`src/rtl/uart_tx_fifo.sv`:
```
// uart_tx_fifo
//
// First-word-fall-through byte FIFO between the host write port and the UART
// transmitter's valid/ready input. The host pushes one word per cycle with
// wr_en and watches full/almost_full. The transmitter sees the head word on
// tx_data with tx_valid and pops it with tx_ready.
//
// Ports:
//   clk           system clock, rising edge
//   reset         asynchronous, active-high reset
//   wr_data       host write data
//   wr_en         host write strobe, one word per cycle
//   full          occupancy == DEPTH
//   almost_full   occupancy >= ALMOST_FULL_LEVEL
//   overflow      sticky: a write was dropped because the FIFO was full
//   overflow_clr  synchronous clear for overflow (a new drop wins)
//   tx_data       head-of-FIFO word, 0 when empty
//   tx_valid      FIFO non-empty
//   tx_ready      consumer accepts tx_data this cycle
//   empty         occupancy == 0
//   level         registered occupancy 0..DEPTH (only with UART_TX_FIFO_LEVEL_EN)
//
// Build option: define UART_TX_FIFO_LEVEL_EN to add the level output and the
// occupancy register that drives it. Without it, all status flags come from
// the pointer difference.
//
// DEPTH must be a power of two and at least 2; ALMOST_FULL_LEVEL in 1..DEPTH.

module uart_tx_fifo #(
    parameter int unsigned DATA_WIDTH        = 8,
    parameter int unsigned DEPTH             = 16,
    parameter int unsigned ALMOST_FULL_LEVEL = 12
) (
    input  logic                  clk,
    input  logic                  reset,
    input  logic [DATA_WIDTH-1:0] wr_data,
    input  logic                  wr_en,
    output logic                  full,
    output logic                  almost_full,
    output logic                  overflow,
    input  logic                  overflow_clr,
    output logic [DATA_WIDTH-1:0] tx_data,
    output logic                  tx_valid,
    input  logic                  tx_ready,
    output logic                  empty
`ifdef UART_TX_FIFO_LEVEL_EN
    ,
    output logic [$clog2(DEPTH):0] level
`endif
);

    localparam int unsigned AW = $clog2(DEPTH);
    localparam int unsigned PW = AW + 1;

    localparam logic [PW-1:0] PTR_ONE = PW'(1);
    localparam logic [PW-1:0] AF_LVL  = PW'(ALMOST_FULL_LEVEL);

    // Storage is never reset; only the pointers define what is valid.
    logic [DATA_WIDTH-1:0] mem [DEPTH];

    // Pointers carry one extra wrap bit so full and empty are distinguishable.
    logic [PW-1:0] wr_ptr_q, wr_ptr_d;
    logic [PW-1:0] rd_ptr_q, rd_ptr_d;
    logic          overflow_q, overflow_d;

    logic [AW-1:0] wr_idx;
    logic [AW-1:0] rd_idx;
    logic          wr_accept;
    logic          rd_accept;

    assign wr_idx = wr_ptr_q[AW-1:0];
    assign rd_idx = rd_ptr_q[AW-1:0];

    // ------------------------------------------------------------------
    // Status flags: functions of registered state only
    // ------------------------------------------------------------------
`ifdef UART_TX_FIFO_LEVEL_EN
    localparam logic [PW-1:0] DEPTH_P = PW'(DEPTH);

    logic [PW-1:0] count_q, count_d;

    always_comb begin
        full        = (count_q == DEPTH_P);
        empty       = (count_q == '0);
        almost_full = (count_q >= AF_LVL);
    end

    assign level = count_q;
`else
    logic [PW-1:0] occupancy;

    // Modular difference is exact because pointers wrap at 2*DEPTH.
    assign occupancy = wr_ptr_q - rd_ptr_q;

    always_comb begin
        full        = (wr_idx == rd_idx) && (wr_ptr_q[AW] != rd_ptr_q[AW]);
        empty       = (wr_ptr_q == rd_ptr_q);
        almost_full = (occupancy >= AF_LVL);
    end
`endif

    assign tx_valid = ~empty;
    assign overflow = overflow_q;

    // Fall-through head word; forced to 0 so stale storage never shows.
    always_comb begin
        tx_data = '0;
        if (!empty) begin
            tx_data = mem[rd_idx];
        end
    end

    // ------------------------------------------------------------------
    // Handshakes and next state
    // ------------------------------------------------------------------
    // full is pre-edge state, so a write into a full FIFO is dropped even if
    // a read frees a slot on the same edge.
    assign wr_accept = wr_en & ~full;
    assign rd_accept = tx_valid & tx_ready;

    always_comb begin
        wr_ptr_d = wr_ptr_q;
        rd_ptr_d = rd_ptr_q;
        if (wr_accept) begin
            wr_ptr_d = wr_ptr_q + PTR_ONE;
        end
        if (rd_accept) begin
            rd_ptr_d = rd_ptr_q + PTR_ONE;
        end
    end

    // A drop in the same cycle as a clear keeps the flag set.
    always_comb begin
        overflow_d = overflow_q;
        if (wr_en && full) begin
            overflow_d = 1'b1;
        end else if (overflow_clr) begin
            overflow_d = 1'b0;
        end
    end

`ifdef UART_TX_FIFO_LEVEL_EN
    always_comb begin
        count_d = count_q;
        unique case ({wr_accept, rd_accept})
            2'b10:   count_d = count_q + PTR_ONE;
            2'b01:   count_d = count_q - PTR_ONE;
            default: count_d = count_q;
        endcase
    end
`endif

    // ------------------------------------------------------------------
    // State registers
    // ------------------------------------------------------------------
    always_ff @(posedge clk or posedge reset) begin
        if (reset) begin
            wr_ptr_q   <= '0;
            rd_ptr_q   <= '0;
            overflow_q <= 1'b0;
        end else begin
            wr_ptr_q   <= wr_ptr_d;
            rd_ptr_q   <= rd_ptr_d;
            overflow_q <= overflow_d;
        end
    end

`ifdef UART_TX_FIFO_LEVEL_EN
    always_ff @(posedge clk or posedge reset) begin
        if (reset) begin
            count_q <= '0;
        end else begin
            count_q <= count_d;
        end
    end
`endif

    always_ff @(posedge clk) begin
        if (wr_accept) begin
            mem[wr_idx] <= wr_data;
        end
    end

endmodule

```
`config.mk`:
```
export PLATFORM = sky130hd
export DESIGN_NAME = uart_tx_fifo
export DESIGN_NICKNAME = d
export VERILOG_FILES = /design/src/rtl/uart_tx_fifo.sv
export SDC_FILE = /design/constraint.sdc
export NUM_CORES = 1
export LEC_CHECK = 0
export ABC_AREA = 1
export CORE_AREA = 2 2 106 108
export CTS_CLUSTER_DIAMETER = 100
export DETAILED_ROUTE_END_ITERATION = 8
export DIE_AREA = 0 0 108 110
export PLACE_DENSITY = 0.78
export SLEW_MARGIN = 20
export SYNTH_ARGS = -nofsm -noshare
export SYNTH_HDL_FRONTEND = slang
export SYNTH_SLANG_ARGS = --single-unit
```
`constraint.sdc`:
```
create_clock -name clk -period 3.57 [get_ports clk]
set_clock_uncertainty 0.05 [all_clocks]
set_input_delay 0.714 -clock clk [delete_from_list [all_inputs] [get_ports clk]]
set_output_delay 0.714 -clock clk [all_outputs]
set_load 0.01 [all_outputs]
```
Word-level counts from Yosys, hierarchy flattened:

Memories as Yosys holds them, arrays and structs flattened.
Cells that the tools add are included.

* register bits: 11
* latch bits: 0
* memory bits (writable): 128
* ROM bits: 0
* memories: 1

Memory list
* mem: words 16, bits a word 8, read ports 1, clocked after Yosys merged registers in 0, wr ports 1, line 59 `logic [DATA_WIDTH-1:0] mem [DEPTH];`

* add/subtract/negate cells: 3
* multiply operators: 0
* div/mod/pow operators: 0
* $lt $le $gt $ge: 1
* equal/unequal tests: 3
* shift-type cells: 0
* multiplexer cells: 5
* bitwise logic cells: 4
* reduce and logical (&&, ||, !) cells: 3

Operators with widths (count)
* adder 5 x 1 -> 5 bit (second input constant): 2
* 2-to-1 mux 8 bit: 1
* equality test 5 bit: 1
* >= comparator 5 x 4 -> 1 bit (second input constant): 1
* subtractor 5 bit: 1
* equality test 4 bit: 1
* 2-to-1 mux 1 bit: 4
* bitwise AND 1 bit: 2
* logical AND 1 bit: 2
* inverter 1 bit: 2
* nonzero test 2 bit: 1
* inequality test 1 bit: 1

Depth between registers and ports, before layout:

Gate-level depths: netlist of the first run.

* depth in word-level cells: 6
* mapped depth: 12

Worst setup path before layout of the first run:

OpenSTA, ideal clock, no wires.

* kind: register to output
* from: register rd_ptr_q[1]
* to: output port tx_data[0]
* arrival: 1.602 ns
* required time: 2.806 ns
* path slack: 1.204 ns
* stages on the path, launching flop included: 10
* path buffers: 2
* cells stage by stage: dfrtp_1 buf_2 clkinv_2 buf_2 ha_1 nand2_1 nor2_1 nand2_2 inv_2 a21oi_1

* cells in the longest elaborated chain, start to end: 2

Ends and longest elaborated chain
* start: declaration: line 63 `logic [PW-1:0] rd_ptr_q, rd_ptr_d;`
* start signal: assignment: line 163 `rd_ptr_q <= rd_ptr_d;`
* equality test 5 bit: line 97 `empty = (wr_ptr_q == rd_ptr_q);`
* named net empty: line 45 `output logic empty`
* 2-to-1 mux 8 bit: line 108 `if (!empty) begin`
* end: declaration: line 42 `output logic [DATA_WIDTH-1:0] tx_data,`

The timed path passes the listed nets, and every way through them passes these cells.

Worst setup path in the final report of the first run:

* from: register rd_ptr_q[0]
* to: output port tx_data[4]

* cells in the longest elaborated chain, start to end: 2

Ends and longest elaborated chain (line)
* memory read (16 x 8 bit) or equality test 5 bit (tied branches)
* 2-to-1 mux 8 bit (*): 108

Mark *: on every way between the ends. The rest lies on a longest branch, timed or not.

==> run metrics, run 1 <==
status=completed; power per cell area=approximately 860 nW/um^2; area added between synthesis and finish=16.69%; Synth top area share=between 60% and 70%; HP Class=in2async; XOR/XNOR Fraction of Synth Area=1.388%; Congestion Overflow GR=0; Max-cap violations=0; hpwl dp=~8400 um; FF-to-FF End=mem[8][1]; Final Cell Area=7366 um^2; RR Startpoint=rd_ptr_q[0]; WS Path Type=reg2out; Post-synth EDFFs=128; Fin. Hold Viols=0; Max IR drop VDD=0.4576 mV; Antenna Nets Post-Route=0; Avg WL per Cell=approximately 17 um; R2R depth=9; sequential share of the synthesized area=between 60% and 70%; # diodes=0; post-synthesis mux area share=0%; CTS sink count=139; drt initial violations=300; Routed WL=about 14000 um; Initial Util=59.01%; first-pass GRT wire length=between 20000 and 25000 um; unrepaired setup endpoints after global routing=false; Mapped Area=approximately 6300 um^2; critical path data required time=2810 ps; Synth cell types=25; io pins=26; layout cell share with drive strength beyond 1=8.613%; maximum clock insertion buffer count=2; Slew HR=42.95%; Synth Area in Adders=about 1.8%; die width=between 100 and 150 um; die height=~110 um; Compound-Gate Fraction of Synth Area=approximately 1.1%; vias in the first global route=between 4000 and 5000; R2R setup slack=800 ps; clk slew on worst S/H paths=around 60 ps; Fill cells=approximately 750; placed insts=slightly below 800; htree depth=4; gp weighted congestion=roughly 0.83; largest net degree at the start of global routing=68; Core ar.=roughly 11000 um^2; Setup TNS=0 ps; Async SR Flop Fraction=under 10%; most common cell in the netlist=nand2_1; initial antenna violation count=0; CTS tree=yes; FP Rows=38; Finished Layout Cells=roughly 830; Tot Pwr=around 0.0063 W; Post-Syn Nets=approximately 660; Root Driver=clkbuf_8; leakage=3.200 nW; DRC Markers=0; total track usage=about a quarter; Tightest Pin Transition=approximately 850 ps; CP Capture Type=output pin; Synth Area per Inst=9.909 um^2; Max Freq=291.0 MHz; worst-skew pair later-pin latency=about 540 ps; die area=roughly 12000 um^2; simple-gate portion of the synthesized area=between 20% and 30%; Crit. Startpoint=rd_ptr_q[0]; Critical Path Source Type=register; ys flop type=edfxtp_1; Final min period=between 3000 and 4000 ps; final net count=between 600 and 700; Vias=approximately 4400; top cells by count, synth=nand2_1 (237), edfxtp_1 (128), inv_1 (100), nand3_1 (72), nor2_1 (18); worst hold margin=around 430 ps; Worst Path Arrival=~2700 ps; Post-DP Area=between 6000 and 7000 um^2; ranking of synthesized cells by area=edfxtp_1 (61%), nand2_1 (14%), inv_1 (5.9%); Slew Viols, Final=0; Buffers on Ports=25; Ys Warns=0; Cells after Synth=637; hold buffers post-CTS=0; fin crit share=approximately 96%; vias per cell=5.305; multi-input logic area=between 1500 and 2000 um^2; largest family of logic cells by synthesized area=simple AND/OR/NAND/NOR gates; Yosys reg bits=~140; TritonCTS buffer count=17; post-synth top area cell=edfxtp_1; Final Setup Violations=0; CP Max Fanout=67; sequential standard cell area=between 4000 and 5000 um^2; drt first pass iters=5
## per-stage QoR
step,util (%),setup slack [ps]
detailed placement,62.46,483.8
floorplan,-,1204
CTS,68.20,17.40
finish,68.85,133.6
global route,68.85,23.00
global placement,62.46,538.4
## layout by cell type (no fill, tap or decap), types with 2 or more instances in the layout
master             n
buf_12             2
clkinv_1           2
clkinvlp_4         5
edfxtp_1         128
nand3_1           72
xor2_1             9
clkdlybuf4s50_1   25
nor3_1             2
clkbuf_16         17
dfrtp_2            2
ha_1               9
buf_4             11
bufinv_16          4
o21ai_1            3
a21oi_1            9
inv_1             99
nor2_1            17
nand2_2            4
clkinv_4           2
nand2_1          237
dfrtp_1            9
inv_2              5
## critical path, stage by stage (launching register included)
cell             delay (ps)
dfrtp_2                 430
buf_12                  200
ha_1                    320
nand2_1                  50
nor2_1                  200
nand2_2                 130
inv_2                   190
a21oi_1                  80
clkdlybuf4s50_1         490
## what timing repair did
action | 4_1_cts | 5_1_grt
buffers inserted | 0 | 5
resized for setup | 1 | 3
setup endpoints to repair | 9 | 10
gates cloned | 0 | 1
## cell families after synthesis
| group | count (synthesis) |
|---|---|
| DFF | 139 |
| xor gates and xnor gates | 10 |
| AOI/OAI and AO/OA | 13 |
| adders and majority gates | 9 |
| and+or+nand+nor | 337 |
| buffers and inverters | 129 |
## registers in the layout, summed over array words and instances, names as in the netlist
signal,flops
mem,128
overflow,1
rd_ptr_q,5
wr_ptr_q,5
## per-layer routing
layer,share of wire (%),wire (um),vias to the layer above,GRT usage (%)
met1,37,5121,2055,28.44
met5,0,0,-,0
met2,53,7357,181,43.58
met4,3.7,514,0,12.55
li1,-,-,2102,-
met3,6.6,925,39,6.055
## area by class of cell
| class | instances | area share [%] |
|---|---|---|
| timing repair buffer | 39 | 5.402 |
| inverter | 106 | 5.487 |
| multi-input combinational | 369 | 22.46 |
| clock inverter | 14 | 2.650 |
| tap | 140 | 2.378 |
| clock buffer | 18 | 5.674 |
| sequential | 139 | 55.95 |
## how the worst max path moves through the flow
stage	endpoint	slack [ps]	depth (start not counted)
2_1_floorplan	tx_data[0]	1200	9
3_3_place_gp	empty	540	7
3_5_place_dp	empty	480	7
4_1_cts	tx_data[6]	20	7
5_1_grt	tx_data[2]	20	8
6_report	tx_data[4]	130	8
## where the power goes
part           internal [W]  leakage (nW)  switching [W]  total, W
combinational      0.000907          1.63        0.00153   0.00244
sequential          0.00199          1.29       0.000110   0.00210
clock               0.00114         0.285       0.000665   0.00180
Power figures use the tool's default switching activity.
==> run 2: changes to the inputs <==
SETUP_SLACK_MARGIN = 0.05   (was unset)
==> run 2 against run 1 <==
Compared with the run above: total power hardly changed; via count fell by 0.27%; flip-flop and latch count unchanged; maximum frequency rose by 0.25%; die area did not move; count of clock-buffer cells in the layout unchanged.
==> run metrics, run 2 (same netlist as run 1, synthesis figures left out) <==
die height=~110 um; Final WS setup=142.3 ps; drt first pass iters=5; largest net degree at the start of global routing=68; first-pass GRT wire length=21080 um; Routed WL=13860 um; Avg WL per Cell=around 17 um; leakage=3.196 nW; R2R setup slack=790 ps; CTS sink count=~140; vias in the first global route=~4100; fin crit share=between 90 and 100%; FF-to-FF End=mem[8][1]; Worst Path Arrival=about 2700 ps; HP Class=in2async; commonest non-fill, non-tap cell in the layout=nand2_1; power per cell area=about 860 nW/um^2; CP Capture Type=output pin; worst-skew pair later-pin latency=approximately 530 ps; Initial Util=around three fifths; placed insts=roughly 800; Max IR drop VDD=slightly below 0.5 mV; Slew HR=a little over two fifths; gp weighted congestion=just over 0.8; drt initial violations=approximately 360; io pins=26; Antenna Nets Post-Route=0; Final min period=between 3000 and 4000 ps; RR Startpoint=rd_ptr_q[0]; worst slack at placement=just under 500 ps; Max-cap violations=0; die width=~110 um; Top Registers=mem: 128 flops, rd_ptr_q: 5 flops, wr_ptr_q: 5 flops; # diodes=0; clk slew on worst S/H paths=60 ps; status=completed; DRC Markers=0; Largest register FFs=128; Vias=around 4400; initial antenna violation count=0; Buffers on Ports=25; htree depth=4; CP Max Fanout=67; Setup TNS=0 ps; CTS tree=yes; TritonCTS buffer count=17; most flop-heavy register=mem; Tightest Pin Transition=about 850 ps; Slew Viols, Final=0; Final Setup Violations=0; final net count=roughly 690; Congestion Overflow GR=0; Core ar.=10700 um^2; FP Rows=38; unrepaired setup endpoints after global routing=true; Critical Path Source Type=register; Finished Layout Cells=just over 800; Max Freq=291.7 MHz; total track usage=24.79%; area added between synthesis and finish=16.73%; most frequent cells in the layout=nand2_1 (237), edfxtp_1 (128), inv_1 (99); critical path data required time=roughly 2800 ps; WS Path Type=reg2out; maximum clock insertion buffer count=2; Fin. Hold Viols=0; layout cell share with drive strength beyond 1=roughly 8.6%; hpwl dp=8394 um; R2R depth=9; die area=roughly 12000 um^2; vias per cell=roughly 5.3; Root Driver=clkbuf_8
run 2: what timing repair did:
action	CTS	global route
buffers inserted	0	4
hold buffers	0	0
endpoints found under the setup margin	10	11
gates resized for setup	2	6
pin swaps	0	0
cloned	0	1
run 2: report_power, final:
part | switching, W | internal [W]
combinational | 0.00153 | 0.000905
clock | 0.000665 | 0.00114
sequential | 0.000116 | 0.00199
run 2: how the worst max path moves through the flow:
stage | from | to | depth (start not counted)
finish | rd_ptr_q[0] | tx_data[4] | 8
global route | rd_ptr_q[0] | tx_data[2] | 8
CTS | rd_ptr_q[2] | empty | 7
detailed placement | rd_ptr_q[2] | empty | 7
global placement | rd_ptr_q[2] | empty | 7
floorplan | rd_ptr_q[1] | tx_data[0] | 9
run 2: final cells by class:
cell class,count,area (um^2)
clock inverters,14,195.2
well taps,140,175.2
fillers,750,3329
repair buffers,38,390.4
clock buffers,18,417.9
inverters,106,406.6
multi-input cells,369,1662
flip-flops and latches,139,4121
run 2: critical path, cell delays in order (launching register included):
cell and delay, ps:
dfrtp_2 410, buf_12 270, ha_1 300, nand2_1 80, nor2_2 50, nand2_2 100, inv_2 110, a21oi_1 180
clkdlybuf4s50_1 570
run 2: layer usage:
layer	vias up	routed length (um)	GRT usage (%)	share of wire (%)
met5	-	0	0	0
met4	0	521	12.09	3.8
met3	35	848	6.055	6.1
met2	167	7293	43.85	53
met1	2063	5192	28.36	37
li1	2100	-	-	-
run 2: per-stage QoR:
stage / hold WS (ps) / area (um^2) / utilization, % / power (W)
after floorplan: 421.0 / 6312 / - / 0.003653
after global placement: 447.5 / 6681 / 62.46 / 0.004334
after detailed placement: 461.8 / 6681 / 62.46 / 0.004417
after CTS: 425.8 / 7298 / 68.22 / 0.006239
after global routing: 456.2 / 7368 / 68.88 / 0.006672
final: 435.9 / 7368 / 68.88 / 0.006342
==> run 3: changes to the inputs <==
clock period = 4 ns   (was 3.57 ns; I/O delays follow)
==> run 3 against run 2 <==
Compared with the run above: flip-flop and latch count unchanged; register-to-register slack better by 240 ps; utilization down 1.0 points; first-iteration DRC count up 12%; wire length down 2.5%; die area unchanged; critical path type unchanged; global-route usage up 0.15 points; combinational power down 15%; final area down 1.5%; critical path depth unchanged; count of clock-buffer cells in the layout unchanged; total power down 13%; largest cell class unchanged.
==> run metrics, run 3 (same netlist as run 1, synthesis figures left out) <==
status=completed; CTS resizes=0; sw power=0.002010 W; Critical Path Source Type=register; Fill cells=769; Avg WL per Cell=around 16 um; Max IR drop VDD=0.5495 mV; initial antenna violation count=0; final net count=between 600 and 700; R2R depth=9; P_int=0.003478 W; Clock power frac=roughly 28%; clk slew on worst S/H paths=60 ps; TritonCTS buffer count=17; gp weighted congestion=0.8703; Root Driver=clkbuf_8; hold buffers post-CTS=0; Post-CTS Setup Repair Bufs=0; vias per cell=approximately 5.3; combinational fraction of design power=between 30 and 40%; most frequent cells in the layout=nand2_1 (237), edfxtp_1 (128), inv_1 (100); most flop-heavy register=mem; Initial Util=approximately three fifths; Crit. Startpoint=rd_ptr_q[3]; Final Setup Violations=0; Tightest Pin Transition=1097 ps; die area=approximately 12000 um^2; unrepaired setup endpoints after global routing=false; sw frac=between 30% and 40%; Fin. Hold Viols=0; Seq pwr share=34.0%; Antenna Nets Post-Route=0; critical path data required time=roughly 3200 ps; largest net degree at the start of global routing=37; DRC Markers=0; Setup TNS=0 ps; die height=around 110 um; Top Registers=mem: 128 flops, rd_ptr_q: 5 flops, wr_ptr_q: 5 flops; worst hold margin=between 400 and 500 ps; fin crit share=88.23%; drt first pass iters=5; CTS sink count=approximately 140; CP Max Fanout=11; R2R setup slack=roughly 1000 ps; Congestion Overflow GR=0; CP Capture Type=output pin; maximum clock insertion buffer count=2; total track usage=24.93%; first-pass GRT wire length=~21000 um; power per cell area=approximately 760 nW/um^2; drt initial violations=407; # diodes=0; htree depth=4; Slew Viols, Final=0; leakage=approximately 3.2 nW; Worst Path Arrival=approximately 2700 ps; die width=between 100 and 150 um; worst setup path endpoint=tx_data[4]; CTS tree=yes; Slew HR=between 20% and 30%; WS Path Type=reg2out; Vias=about 4400; RR Startpoint=rd_ptr_q[3]; commonest non-fill, non-tap cell in the layout=nand2_1; vias in the first global route=4187; worst-skew pair later-pin latency=between 500 and 600 ps; hpwl dp=8670 um; HP Class=reg2reg; FF-to-FF End=mem[10][3]; Core ar.=approximately 11000 um^2; Largest register FFs=about 130; FP Rows=38; Final min period=about 3500 ps; Max-cap violations=0; Buffers on Ports=25; area added between synthesis and finish=14.97%; io pins=26; Max Freq=around 280 MHz; layout cell share with drive strength beyond 1=under 10%; Routed WL=~14000 um
-- run 3: cell count changes in the layout (fill, tap and decap cells not counted), sizes merged --
cell,delta
clkbuf,-1
clkinvlp,-1
clkinv,+2
buf,-3
bufinv,-1
-- run 3: cell type report --
| class | instances | area, um^2 | share of cell area [%] |
|---|---|---|---|
| Multi-Input combinational cell | 369 | 1657 | 22.83 |
| Inverter | 106 | 399.1 | 5.500 |
| Clock inverter | 14 | 170.2 | 2.345 |
| Timing Repair Buffer | 34 | 317.8 | 4.379 |
| Clock buffer | 18 | 417.9 | 5.759 |
| Sequential cell | 139 | 4120 | 56.78 |
| Tap cell | 140 | 175.2 | 2.414 |
-- run 3: how the worst min path moves through the flow --
stage	from	endpoint	depth (start not counted)
after floorplan	rd_ptr_q[3]	rd_ptr_q[3]	2
after global placement	rd_ptr_q[3]	rd_ptr_q[3]	2
after detailed placement	wr_ptr_q[4]	wr_ptr_q[4]	1
after CTS	overflow	overflow	2
after global routing	overflow	overflow	2
final	overflow	overflow	2
-- run 3: worst max-delay path, stage by stage (launching register included) --
cell and delay [ps]:
dfrtp_1 400, inv_1 310, ha_1 340, nand2_1 80, nor2_1 70, nand2_2 110
inv_2 110, a21oi_1 160, clkdlybuf4s50_1 560
-- run 3: through the flow --
| stage | cell area, um^2 | util (%) | total power (W) | setup slack (ps) | std cells |
|---|---|---|---|---|---|
| 2_1_floorplan | 6312 | - | 0.003260 | 1548 | 637 |
| 3_3_place_gp | 6664 | 62.29 | 0.003867 | 1095 | 788 |
| 3_5_place_dp | 6664 | 62.29 | 0.003939 | 1024 | 788 |
| 4_1_cts | 7252 | 67.79 | 0.005493 | 449.3 | 820 |
| 5_1_grt | 7257 | 67.84 | 0.005801 | 277.2 | 820 |
| 6_report | 7257 | 67.84 | 0.005488 | 471.0 | 820 |
-- run 3: routing by layer --
metal | vias up | routed length, um | part of all wire, % | global-route usage, %
met5 | - | 0 | 0 | 0
met4 | 0 | 406 | 3.0 | 11.26
met3 | 28 | 864 | 6.4 | 5.644
met2 | 166 | 6834 | 51 | 41.02
met1 | 2070 | 5401 | 40 | 32.00
li1 | 2087 | - | - | -
-- run 3: power by group through the flow --
stage	clock (W)	combinational (W)	sequential [W]
2_1_floorplan	0	0.00139	0.00187
3_3_place_gp	0	0.00199	0.00188
3_5_place_dp	0	0.00205	0.00189
4_1_cts	0.00156	0.00207	0.00186
5_1_grt	0.00162	0.00230	0.00188
6_report	0.00155	0.00207	0.00187
